--- src/rtl/dsp_product_reader.sv ---
// Snapshots N_PROD 64-bit products after a settle delay and streams them as a byte frame.
// Optional trailing XOR checksum byte: define DSP_READER_CHECKSUM_EN.
module dsp_product_reader #(
  parameter int unsigned N_PROD        = 5,
  parameter int unsigned SETTLE_CYCLES = 8
) (
  input  logic                  clk,
  input  logic                  reset,
  input  logic                  start,
  input  logic [64*N_PROD-1:0]  products,
  output logic [7:0]            tx_data,
  output logic                  tx_valid,
  input  logic                  tx_ready,
  output logic                  busy,
  output logic                  done
);

  localparam logic [2:0] S_IDLE    = 3'd0;
  localparam logic [2:0] S_SETTLE  = 3'd1;
  localparam logic [2:0] S_CAPTURE = 3'd2;
  localparam logic [2:0] S_HEADER  = 3'd3;
  localparam logic [2:0] S_DATA    = 3'd4;
`ifdef DSP_READER_CHECKSUM_EN
  localparam logic [2:0] S_CSUM    = 3'd5;
`endif
  localparam logic [2:0] S_DONE    = 3'd6;

  localparam logic [6:0] LAST_BYTE = 7'(8 * N_PROD - 1);
  localparam logic [7:0] HEADER    = 8'hA5;

  logic [2:0]            r_state;
  logic [7:0]            r_settle_cnt;
  logic [6:0]            r_byte_cnt;
  // Snapshot shifts right one byte per DATA transfer, so bits [7:0] are always the next byte.
  logic [64*N_PROD-1:0]  r_snap;
`ifdef DSP_READER_CHECKSUM_EN
  logic [7:0]            r_csum;
`endif
  logic                  w_xfer;

  assign w_xfer = tx_valid & tx_ready;

  always_comb begin
    tx_valid = 1'b0;
    tx_data  = 8'h00;
    case (r_state)
      S_HEADER: begin
        tx_valid = 1'b1;
        tx_data  = HEADER;
      end
      S_DATA: begin
        tx_valid = 1'b1;
        tx_data  = r_snap[7:0];
      end
`ifdef DSP_READER_CHECKSUM_EN
      S_CSUM: begin
        tx_valid = 1'b1;
        tx_data  = r_csum;
      end
`endif
      default: ;
    endcase
  end

  assign busy = (r_state != S_IDLE);
  assign done = (r_state == S_DONE);

  always_ff @(posedge clk) begin
    if (reset) begin
      r_state      <= S_IDLE;
      r_settle_cnt <= 8'd0;
      r_byte_cnt   <= 7'd0;
      r_snap       <= '0;
`ifdef DSP_READER_CHECKSUM_EN
      r_csum       <= 8'h00;
`endif
    end else begin
      case (r_state)
        S_IDLE: begin
          if (start) begin
            r_state      <= S_SETTLE;
            r_settle_cnt <= 8'(SETTLE_CYCLES - 1);
          end
        end
        S_SETTLE: begin
          if (r_settle_cnt == 8'd0) r_state <= S_CAPTURE;
          else                      r_settle_cnt <= r_settle_cnt - 8'd1;
        end
        S_CAPTURE: begin
          r_snap     <= products;
          r_byte_cnt <= 7'd0;
`ifdef DSP_READER_CHECKSUM_EN
          r_csum     <= 8'h00;
`endif
          r_state    <= S_HEADER;
        end
        S_HEADER: begin
          if (w_xfer) r_state <= S_DATA;
        end
        S_DATA: begin
          if (w_xfer) begin
            r_snap <= r_snap >> 8;
`ifdef DSP_READER_CHECKSUM_EN
            r_csum <= r_csum ^ tx_data;
`endif
            if (r_byte_cnt == LAST_BYTE) begin
              r_byte_cnt <= 7'd0;
`ifdef DSP_READER_CHECKSUM_EN
              r_state    <= S_CSUM;
`else
              r_state    <= S_DONE;
`endif
            end else begin
              r_byte_cnt <= r_byte_cnt + 7'd1;
            end
          end
        end
`ifdef DSP_READER_CHECKSUM_EN
        S_CSUM: begin
          if (w_xfer) r_state <= S_DONE;
        end
`endif
        S_DONE:  r_state <= S_IDLE;
        default: r_state <= S_IDLE;
      endcase
    end
  end

endmodule

--- config.mk ---
export PLATFORM = sky130hd
export DESIGN_NAME = dsp_product_reader
export DESIGN_NICKNAME = d
export VERILOG_FILES = /design/src/rtl/dsp_product_reader.sv
export SDC_FILE = /design/constraint.sdc
export NUM_CORES = 1
export LEC_CHECK = 0
export ABC_AREA = 1
export CAP_MARGIN = 20
export CORE_ASPECT_RATIO = 0.75
export CORE_UTILIZATION = 54
export CTS_CLUSTER_SIZE = 8
export DETAILED_ROUTE_END_ITERATION = 12
export PLACE_DENSITY = 0.85
export SYNTH_ARGS = -nofsm -noshare
export SYNTH_HDL_FRONTEND = slang
export SYNTH_SLANG_ARGS = --single-unit
--- constraint.sdc ---
create_clock -name clk -period 3.16 [get_ports clk]
set_input_delay 0.948 -clock clk [delete_from_list [all_inputs] [get_ports clk]]
set_output_delay 0.948 -clock clk [all_outputs]
set_load 0.005 [all_outputs]
==> results.yml <==
detailed_routing:
  drc: 0
  dr.pass1.iters: 6
  routed_via_density: 5.802
  postRouteAntennaNets: 0
  route.final.wire_length_um: 42120
  dr_total_vias: 14789
  routedWlPerCell_um: 16.52
  drt_iter0_drc: 1333
clock_tree:
  post_cts_buffers: 0
  h-tree-depth: 2
  cts_buffers: 48
  cts_hold_buf: 0
  cts_resized: 1
  cts_num_sinks: 338
  clk_pin_slew_ps: 50
  cts_buffer_depth: 3
  cts_tree: "yes"
  clk_latency_ps: 540
  cts_root_buf: "clkbuf_16"
global_routing:
  grt_max_degree: 229
  grt_pass1_vias: 13307
  antenna_found_initial: 7
  gr-total-overflow: 0
  track_usage: 0.2968
  grt_pass1_wl_um: 66030
timing:
  clock_skew_ps: 26.41
  max_freq_mhz: 326.4
  fin_setup_tns_ps: 0
  final_max_slew_viol_count: 0
  tightest_slew_ps: 1013
  max_slew_margin: 0.3246
  fin_crit_ps: 3064
  hold_viol: 0
  finalSetupViolCount: 0
  rsz0062_at_grt: "no"
  fin_crit_sh: 0.9696
  fin_ws_ps: 95.98
worst_setup_path:
  cp-start-kind: "flip-flop"
  critical_path.endpoint: "tx_valid"
  r2r-start: "r_state[0]"
  path_cells: "inv_1 > nand3_1 > nand2_1 > clkdlybuf4s50_1"
  cp_max_fo: 6
  rrSetupSlack_ps: 930
  r2r_end: "r_snap[153]"
  arrival_ps: 2120
  critPathRequiredTime_ps: 2210
  crit_path_end_kind: "output port"
  critPathSlowestCell: "clkdlybuf4s50_1"
  reg2reg_depth: 5
  max_stage_delay_ps: 520
  startpoint: "r_state[2]"
  critPathKind: "reg2out"
power_and_ir_drop:
  total_leakage_power_nw: 7.393
  p_per_area_nw_per_um2: 878.6
  vdd_drop_max_v: 0.0005343
logic_synthesis:
  syn-instance-count: 1963
  ys_ff_latch: 338
  synth.top_cell.area_share: 0.4693
  avgSynthCellArea_um2: 7.345
  yosysWarnings: 0
  syn-num-nets: 2290
  synth_most_common_cell: "nand2_1"
  synth_top_cell_by_area: "dfxtp_1"
  ys_top_cells_by_count: "nand2_1 (687), dfxtp_1 (338), a31oi_1 (312), o21ai_0 (171), o21ai_1 (144)"
  ys_async_sr_fraction: 0
  synth_edf_count: 0
  synth.distinct_cells: 26
  yosys_most_used_dff: "dfxtp_1"
  synth-seq-area-share: 0.4693
  yosys-top-cells-area: "dfxtp_1 (47%), nand2_1 (18%), a31oi_1 (14%)"
  syn_area_um2: 14420
floorplanning:
  rows: 51
  die_w_um: 190.7
  dieArea_um2: 27370
  chipHeight_um: 143.5
  initial_utilization: 0.5525
  io-pin-count: 335
  core_area_um2: 26100
placed_design:
  preCtsSetupSlack_ps: 553.4
  dp_hpwl_um: 27630
  gp_congestion: 0.9018
  port_buffers: 334
min_path:
  hold_class: "reg2reg"
  min_from: "r_snap[318]"
finish:
  drive_gt1_frac: 0.04184
  fillCellCount: 1959
  syn_to_final_growth_pct: 31.87
  nets: 2524
flow_run:
  max-cap-violations: 0
outcome:
  outcome: "finished clean"
==> registers in the layout, summed over array words and instances, names as in the netlist <==
name          flops
r_byte_cnt        7
r_settle_cnt      8
r_snap          320
r_state           3
==> how the worst min path moves through the flow <==
stage	depth (start not counted)	to
after CTS	2	r_snap[318]
after global placement	2	r_snap[315]
final	2	r_snap[318]
after global routing	2	r_snap[37]
after detailed placement	2	r_snap[318]
after floorplan	2	r_snap[312]
==> power breakdown <==
part,internal (mW),switching (mW),leakage [nW]
clock network,2.70,1.72,0.617
logic,2.12,3.45,4.00
registers,5.84,0.872,2.77
total,10.7,6.04,7.39
==> layer usage <==
| metal | up-vias | track usage | routed length (um) |
|---|---|---|---|
| li1 | 7223 | - | - |
| met1 | 6877 | 0.4092 | 18500 |
| met2 | 613 | 0.4712 | 19140 |
| met3 | 76 | 0.05201 | 3478 |
| met4 | 0 | 0.09600 | 996 |
| met5 | - | 0 | 0 |
==> cells by family after synthesis <==
family                     count (synthesis)  share of synthesized area
buffers and inverters                    212                    0.07124
and+or+nand+nor                          757                     0.2021
adders and majority gates                  3                   0.002604
AOI/OAI and AO/OA                        651                     0.2536
DFF                                      338                     0.4693
xor gates and xnor gates                   2                   0.001215
==> per-stage QoR <==
step	hold WS [ps]	utilization	total power, mW	instance area [um^2]	cells
after global routing	486.6	0.7284	17.75	19010	2547
after global placement	451.4	0.6799	11.95	17750	2491
after CTS	462.7	0.7280	16.68	19000	2543
after detailed placement	455.0	0.6799	12.19	17750	2491
after floorplan	440.1	-	10.68	14420	1963
final	462.6	0.7286	16.71	19010	2549
==> critical path, delay by kind of cell (launching register included) <==
kind,cells,cell delay (ps)
and+or+nand+nor,2,460
buffers and inverters,2,720
DFF,1,400
==> layout make-up <==
| type | instances | area [um^2] | area share |
|---|---|---|---|
| flip-flops and latches | 338 | 6768 | 0.3559 |
| clock inverters | 3 | 26.28 | 0.001382 |
| inverters | 32 | 132.6 | 0.006975 |
| well taps | 344 | 430.4 | 0.02264 |
| diodes | 6 | 15.01 | 0.0007896 |
| clock buffers | 49 | 1226 | 0.06449 |
| repair buffers | 364 | 3769 | 0.1982 |
| multi-input cells | 1413 | 6648 | 0.3496 |
==> layout by cell type, fill, tap and decap left out, types with 3 or more instances in the layout <==
master | synthesis | layout
ha_1 | 3 | 3
clkbuf_16 | 0 | 49
buf_4 | 6 | 14
clkdlybuf4s50_1 | 0 | 334
a31oi_1 | 312 | 312
buf_12 | 0 | 16
nand2_1 | 687 | 687
nor2_1 | 36 | 36
diode_2 | 0 | 6
nand4_1 | 3 | 3
a21oi_1 | 22 | 22
inv_1 | 30 | 29
nor3_1 | 8 | 8
dfxtp_1 | 338 | 337
nand3_1 | 17 | 17
o21ai_0 | 171 | 171
o21ai_1 | 144 | 144
(Power assumes the default switching activity.)
